File: config.mk
export PLATFORM = sky130hd
export DESIGN_NAME = fpm_arbiter
export DESIGN_NICKNAME = d
export VERILOG_FILES = /design/src/rtl/fpm_arbiter.sv
export SDC_FILE = /design/constraint.sdc
export NUM_CORES = 1
export LEC_CHECK = 0
export ABC_AREA = 0
export CAP_MARGIN = 25
export CORE_MARGIN = 8
export CORE_UTILIZATION = 30
export CTS_BUF_LIST = sky130_fd_sc_hd__clkbuf_4
export CTS_CLUSTER_DIAMETER = 60
export DETAILED_ROUTE_END_ITERATION = 10
export MAX_ROUTING_LAYER = met4
export PLACE_DENSITY_LB_ADDON = 0.2
export SKIP_CTS_REPAIR_TIMING = 1
export SLEW_MARGIN = 15
export SYNTH_ARGS = -nofsm -noshare
export SYNTH_HDL_FRONTEND = slang
export SYNTH_SLANG_ARGS = --single-unit
File: constraint.sdc
create_clock -name clk -period 1.8 [get_ports clk]
set_input_delay 0.54 -clock clk [delete_from_list [all_inputs] [get_ports clk]]
set_output_delay 0.54 -clock clk [all_outputs]
set_load 0.03 [all_outputs]
File: src/rtl/fpm_arbiter.sv
// Round-robin arbiter/sequencer sharing one fp_mult among NREQ requesters.
// Optional RUN-phase abort is compiled in with `define FPM_TIMEOUT_EN.
//
// state | meaning
// ------+------------------------------------------------------------
// IDLE  | no op outstanding; grant the next requester round-robin
// LOAD  | fp_mult held in reset for one cycle to clear a stale done
// RUN   | fp_mult enabled; wait for done (or timeout abort)
module fpm_arbiter #(
  parameter int NREQ    = 4,
  parameter int TIMEOUT = 64
) (
  input  logic                 clk,
  input  logic                 rst,
  input  logic [NREQ-1:0]      req,
  input  logic [NREQ*32-1:0]   a_in,
  input  logic [NREQ*32-1:0]   b_in,
  output logic [NREQ-1:0]      gnt,
  output logic [NREQ-1:0]      res_valid,
  output logic [31:0]          res_z,
  output logic                 err,
  output logic                 busy,
  output logic [15:0]          ops_count,
  output logic [31:0]          mul_a,
  output logic [31:0]          mul_b,
  output logic                 mul_en,
  output logic                 mul_rst,
  input  logic                 mul_done,
  input  logic [31:0]          mul_z
);

  localparam int IW = (NREQ > 1) ? $clog2(NREQ) : 1;
  localparam logic [31:0] QNAN = 32'hFFC00000;

  typedef enum logic [1:0] {S_IDLE, S_LOAD, S_RUN} state_t;

  state_t          state, state_nx;
  logic [IW-1:0]   ptr;
  logic [IW-1:0]   owner;
  logic [IW-1:0]   win_idx;
  logic [IW-1:0]   cand;
  logic            win_found;
  logic [31:0]     a_sel;
  logic [31:0]     b_sel;
  logic [NREQ-1:0] win_oh;
  logic [NREQ-1:0] owner_oh;
  logic            tmo_hit;

`ifdef FPM_TIMEOUT_EN
  logic [15:0] run_cnt;

  // Counts elapsed RUN cycles; cleared while in LOAD so it starts at 0 in RUN.
  always_ff @(posedge clk) begin
    if (!rst)
      run_cnt <= '0;
    else if (state == S_LOAD)
      run_cnt <= '0;
    else if (state == S_RUN && !mul_done)
      run_cnt <= run_cnt + 16'd1;
  end

  assign tmo_hit = (state == S_RUN) && !mul_done && (run_cnt == 16'(TIMEOUT - 1));
`else
  logic [31:0] unused_timeout;
  assign unused_timeout = 32'(TIMEOUT);
  assign tmo_hit = 1'b0;
`endif

  // Rotating priority search starting just after the last winner.
  always_comb begin
    win_found = 1'b0;
    win_idx   = '0;
    cand      = '0;
    for (int k = 1; k <= NREQ; k++) begin
      cand = IW'((32'(ptr) + 32'(k)) % 32'(NREQ));
      if (!win_found && req[cand]) begin
        win_found = 1'b1;
        win_idx   = cand;
      end
    end
  end

  always_ff @(posedge clk) begin
    if (!rst)
      state <= S_IDLE;
    else
      state <= state_nx;
  end

  always_comb begin
    state_nx = state;
    case (state)
      S_IDLE:  if (win_found) state_nx = S_LOAD;
      S_LOAD:  state_nx = S_RUN;
      S_RUN:   if (mul_done || tmo_hit) state_nx = S_IDLE;
      default: state_nx = S_IDLE;
    endcase
  end

  always_comb begin
    a_sel    = '0;
    b_sel    = '0;
    for (int i = 0; i < NREQ; i++) begin
      if (win_idx == IW'(i)) begin
        a_sel = a_in[32*i +: 32];
        b_sel = b_in[32*i +: 32];
      end
    end
    win_oh   = {{(NREQ-1){1'b0}}, 1'b1} << win_idx;
    owner_oh = {{(NREQ-1){1'b0}}, 1'b1} << owner;
  end

  always_ff @(posedge clk) begin
    if (!rst) begin
      gnt       <= '0;
      res_valid <= '0;
      res_z     <= '0;
      err       <= 1'b0;
      busy      <= 1'b0;
      ops_count <= '0;
      mul_a     <= '0;
      mul_b     <= '0;
      mul_en    <= 1'b0;
      mul_rst   <= 1'b0;
      ptr       <= IW'(NREQ - 1);
      owner     <= '0;
    end else begin
      gnt       <= '0;
      res_valid <= '0;
      err       <= 1'b0;
      busy      <= (state_nx != S_IDLE);
      case (state)
        S_IDLE: begin
          if (win_found) begin
            gnt     <= win_oh;
            mul_a   <= a_sel;
            mul_b   <= b_sel;
            ptr     <= win_idx;
            owner   <= win_idx;
            mul_rst <= 1'b1;
          end
        end
        S_LOAD: begin
          mul_rst <= 1'b0;
          mul_en  <= 1'b1;
        end
        S_RUN: begin
          // A done arriving on the timeout edge takes priority over the abort.
          if (mul_done) begin
            res_z     <= mul_z;
            res_valid <= owner_oh;
            mul_en    <= 1'b0;
            ops_count <= ops_count + 16'd1;
          end else if (tmo_hit) begin
            res_z     <= QNAN;
            res_valid <= owner_oh;
            err       <= 1'b1;
            mul_en    <= 1'b0;
            ops_count <= ops_count + 16'd1;
          end
        end
        default: begin
          mul_en  <= 1'b0;
          mul_rst <= 1'b0;
        end
      endcase
    end
  end

endmodule

Word-level counts from Yosys, hierarchy flattened:

Cells that the tools add are included.

* output and inout port bits: 124
* logic and storage cells: 78
* register bits: 129

* muxes and demuxes: 31
* shift operators: 2
* bitwise gates (word level): 2
* reduce and logical (&&, ||, !) cells: 15
* magnitude comparators: 4
* add/sub/neg operators: 5
* equality and inequality tests: 7

Operators with widths (number)
* $mux 32: 8
* $add 16x1->16 const B: 1
* $lt 2x3->1 const B: 4
* $mux 2: 6
* $mux 1: 10
* $bmux 1 s2: 4
* $reduce_and 2->1: 4
* $shl 1x2->4 const A: 2
* $eq 2x2->1 const B: 3
* $pmux 2 s3: 1
* $reduce_and 3->1: 2
* $add 2x1->2 const B: 2
* $add 2x2->2 const B: 2
* $eq 2x1->1 const B: 2
* $logic_not 2->1: 2
* $ne 2x2->1 const B: 2
* $logic_and 1x1->1: 3
* $logic_not 1->1: 3
* $pmux 1 s3: 1
* $not 1->1: 2
* $pmux 1 s2: 1
* $reduce_bool 2->1: 1

Logic depth before layout (Yosys ltp):

* depth in word-level cells: 18
* gate-level depth with buffers: 8
* mapped depth without buffers: 5

Worst setup path after synthesis:

OpenSTA, ideal clock, no wires.

* kind: input port to flip-flop
* from: input port req[1]
* to: register mul_a[10]
* data required time: 1.666 ns
* arrival time: 1.654 ns
* stages: 7
* setup slack: 0.013 ns
* path buffers: 2
* path through: nor4_2 or3_1 buf_2 inv_2 nand2_1 clkbuf_1 o211ai_1

* longest elaborated chain between the ends: 17

Ends and longest elaborated chain
* start, declared: line 15 `input logic [NREQ-1:0] req,`
* $bmux 1 s2: line 76 `if (!win_found && req[cand]) begin`
* $mux 1 (not written as such): line 76
* $mux 1: line 76
* $logic_not 1->1: line 76
* $logic_and 1x1->1: line 76
* $mux 1: line 76
* $logic_not 1->1: line 76
* $logic_and 1x1->1: line 76
* $mux 1: line 76
* $logic_not 1->1: line 76
* $logic_and 1x1->1: line 76
* $mux 2: line 76
* $logic_not 2->1: line 104 `if (win_idx == IW'(i)) begin`
* $mux 32 (4 in series): line 104
* end signal, assigned: line 136 `mul_a <= a_sel;`
* end, declared: line 24 `output logic [31:0] mul_a,`

Several ways; a longest one is shown, not always the timed one. The select of a mux whose other input is x is not followed.
A chain may end at the register's enable or synchronous reset.

Final worst setup path:

* from: register ptr[0]
* to: register mul_a[21]

* longest elaborated chain between the ends: 18

Ends and longest elaborated chain
* start, declared: line 38 `logic [IW-1:0] ptr;`
* start signal, assigned: line 125 `ptr <= IW'(NREQ - 1);`
* start signal, assigned: line 138 `ptr <= win_idx;`
* $add 2x1->2: line 75 `cand = IW'((32'(ptr) + 32'(k)) % 32'(NREQ));`
* $bmux 1 s2: line 76
* $mux 1 (not written as such): line 76
* $mux 1: line 76
* $logic_not 1->1: line 76
* $logic_and 1x1->1: line 76
* $mux 1: line 76
* $logic_not 1->1: line 76
* $logic_and 1x1->1: line 76
* $mux 1: line 76
* $logic_not 1->1: line 76
* $logic_and 1x1->1: line 76
* $mux 2: line 76
* $logic_not 2->1: line 104
* $mux 32 (4 in series): line 104

Several ways; a longest one is shown, not always the timed one. The select of a mux whose other input is x is not followed.

==> flow_summary.rst <==
.. list-table::
   :header-rows: 1

   * - Metric
     - Value
   * - Comb pwr share
     - 44.2%
   * - Worst R2R Path Depth
     - 9
   * - Seq/Total Area, Yosys
     - 35.6%
   * - Final Max Tran Viols
     - 0
   * - Half-perimeter wire length after placement
     - 26300 µm
   * - Number of flops mapped to enable cells by yosys
     - 0
   * - Initial core utilization
     - 30.2%
   * - Class of the worst hold path
     - flop to flop
   * - Total Routing Usage GR
     - 22.7%
   * - Final layout net count
     - 1569
   * - Cell leakage power
     - 5.36 nW
   * - Clock buffer count from CTS
     - 17
   * - Routability congestion estimate
     - 0.812
   * - Synth top area share
     - 35.6%
   * - CTS clk-pin slew, worst paths
     - 0.14 ns
   * - Fin crit share
     - 108%
   * - Share of final-layout standard cells stronger than drive strength 1
     - 28.3%
   * - Most common cell after layout, fill and taps aside
     - clkdlybuf4s50_1
   * - Launch point of the critical path
     - ptr[0]$_SDFFE_PN1P_
   * - Hold Path Sink
     - res_z[25]$_SDFFE_PN0P_
   * - Std-Cell Core Area
     - 24000 µm²
   * - Worst hold slack
     - 0.468 ns
   * - Top cells by area in the synthesized netlist
     - dfxtp_1 36%, mux2i_1 9.0%, a211o_1 7.7%
   * - Clock sink total
     - 129
   * - Combinational family with the most area after synthesis
     - compound AO/OA/AOI/OAI gates
   * - Insertion delay of the later-clocked pin in the worst-skew pair
     - 0.55 ns
   * - RSZ-0062 raised after global routing
     - yes
   * - Synthesized-area fraction occupied by and/or/nand/nor cells
     - 18.1%
   * - Layout overhead on the synthesized area
     - 77.5%
   * - Post-synth cell types
     - 44
   * - Maximum level of the CTS H-tree
     - 4
   * - FILL cells
     - 2234
   * - TritonCTS clock tree
     - built
   * - Post-route DRC violation count
     - 0
   * - Clock network power share
     - 21.5%
   * - CP Launch Type
     - flop
   * - Nature of the critical path endpoint
     - flop
   * - Sw power
     - 3.77 mW
   * - Net Count, Synth
     - 1117
   * - Final setup violation count
     - 52
   * - Mean number of vias per cell
     - 5.16
   * - Synth warnings
     - 0
   * - Endpoint required time on the critical path
     - 2.24 ns
   * - Post-Synth XOR/XNOR Area
     - 1.33%
   * - Cell count after synthesis
     - 821
   * - Vertical die dimension
     - 172 µm
   * - Number of storage elements in the synthesis netlist
     - 129
   * - Main flop type after synthesis
     - dfxtp_1
   * - Commonest non-fill, non-tap cells in the layout
     - 290 x clkdlybuf4s50_1, 141 x nand2_1, 118 x dfxtp_1
   * - Reg-to-Reg End
     - mul_a[21]$_SDFFE_PN0P_
   * - Critical Path AT
     - 2.38 ns
   * - Violations in the final reports
     - negative setup slack
   * - Tot Pwr
     - 9.77 mW
   * - GRT overflow
     - 0
   * - Global-route wire length before repair
     - 49600 µm
   * - Die X-Extent
     - 172 µm
   * - Wirelength per Cell
     - 22.1 µm
   * - Maximum fanout count along the critical path
     - 7
   * - Worst ir drop on vdd
     - 0.476 mV
   * - Setup skew after layout
     - 0.0323 ns
   * - Result of the run
     - finished with violations
   * - Number of design-rule violations left by the first detailed-router iteration
     - 564
   * - Final critical path time including I/O delays and setup
     - 1.94 ns
   * - Area of the mapped netlist
     - 7260 µm²
   * - Core utilization of the finished layout
     - 53.6%
   * - Cell type contributing the most total cell area after synthesis
     - dfxtp_1
   * - Async SR Flop Fraction
     - 0%
   * - Flop-to-flop setup slack
     - -0.14 ns
   * - Post-synthesis adder-cell area fraction
     - 0.172%
   * - Proportion of synthesized area in mux cells
     - 8.96%
   * - Number of nets with antenna violations after routing
     - 0
   * - Cell Count Post-Placement
     - 1560
   * - Largest buffer count on any clock path
     - 2
   * - Largest net degree at the start of global routing
     - 59
   * - Critical register-to-register path startpoint
     - ptr[0]$_SDFFE_PN1P_
   * - Detailed-route wire length
     - 35700 µm
   * - Worst setup margin
     - -0.139 ns
   * - Power per cell area
     - 758 nW/µm²
   * - Net switching share of the total power
     - 38.6%
   * - # IOs
     - 419
   * - Antenna violations before repair
     - 1
   * - Final standard cell count with taps included and fillers excluded
     - 1611
   * - Core Rows
     - 57
   * - Mean Syn Cell Area
     - 8.84 µm²
   * - Setup_tns
     - -4.53 ns
   * - Number of port buffers
     - 417
   * - Max-cap violations
     - 0
   * - Upper clock frequency limit
     - 0.516 GHz
   * - Number of cells traversed by the worst hold path
     - 2
   * - Via count of the routed design
     - 8311
   * - Area enclosed by the die boundary
     - 29400 µm²
   * - Endpoints failing hold
     - 0
   * - Hold_sp
     - res_z[25]$_SDFFE_PN0P_
   * - CTS Root Cell
     - clkbuf_4
   * - Critical path type
     - flop to flop
   * - Seq pwr share
     - 34.3%
   * - P_int
     - 6.00 mW
   * - Synth Area in Compound Gates
     - 28.9%
   * - DRT Pass-1 Iters
     - 7
   * - Number of global-route vias before repair
     - 8465
## power by group through the flow
stage	sequential, mW	clock [mW]	combinational (mW)
floorplan	3.97	0	1.45
global placement	3.41	0	4.05
detailed placement	3.41	0	4.07
CTS	3.35	2.19	4.09
global route	3.39	2.27	4.54
finish	3.35	2.10	4.31
## routing by layer
layer  routed length (µm)  vias up  GRT usage [%]
met5                    0        -              -
met4                  373        0           4.91
met3                 2510       31           5.85
met2                18100      342           38.3
met1                14700     3939           26.7
li1                     -     3999              -
## cell families after synthesis
group,count (synthesis)
AND/OR/NAND/NOR,273
AO/OA/AOI/OAI,246
flip-flops,129
buffers and inverters,95
multiplexers,65
XOR/XNOR,11
adder cells (fa/ha/maj),1
other,1
## worst max-delay path: stages (launching register included)
cell       delay, ns
dfxtp_2         0.36
and2b_2         0.24
buf_6           0.12
o21ai_4         0.23
buf_6           0.14
nand3_4         0.10
buf_12          0.18
clkbuf_16       0.17
mux2i_2         0.19
o211ai_2        0.10
## per-stage QoR
step | setup slack, ns | instance area [µm²]
after detailed placement | -0.773 | 12400
final | -0.139 | 12900
after CTS | -0.542 | 12700
after global placement | -0.759 | 12400
after global routing | -0.214 | 12900
after floorplan | 0.0127 | 7260
## flip-flops by register name (all words and copies together), names as in the netlist
signal	count
mul_b	32
mul_rst	1
res_z	32
ptr	2
mul_en	1
state	2
owner	2
busy	1
res_valid	4
ops_count	16
mul_a	32
gnt	4
## synthesized netlist by cell type, types with 4 or more instances
cell type  number
nand2_1       142
dfxtp_1       129
nand4_1        68
mux2i_1        65
a211o_1        64
o31ai_1        64
buf_2          41
o211ai_2       40
a21boi_0       37
clkbuf_1       31
o211ai_1       24
nor2_1         15
and2_1         12
buf_6          10
xnor2_1         8
nand3_1         7
nor3_1          7
buf_1           6
o21ai_0         6
buf_4           5
or3_1           5
nand2b_1        4
## layout make-up
cell class	instances	area, µm²	area share, %
Timing Repair Buffer	525	5050	39.2
Multi-Input combinational cell	598	4540	35.3
Sequential cell	129	2600	20.1
Tap cell	324	405	3.15
Clock inverter	14	143	1.11
Clock buffer	18	135	1.05
Inverter	2	7.51	0.0583
Antenna cell	1	2.50	0.0194
## worst max path at each step
stage,slack [ns],to,cells after the start
floorplan,0.01,mul_a[10]$_SDFFE_PN0P_,7
global placement,-0.76,mul_b[13]$_SDFFE_PN0P_,8
detailed placement,-0.77,mul_b[13]$_SDFFE_PN0P_,8
CTS,-0.54,ops_count[7],1
global route,-0.21,mul_a[5]$_SDFFE_PN0P_,9
finish,-0.14,mul_a[21]$_SDFFE_PN0P_,9
No activity file was read; power rests on OpenSTA's default activity.
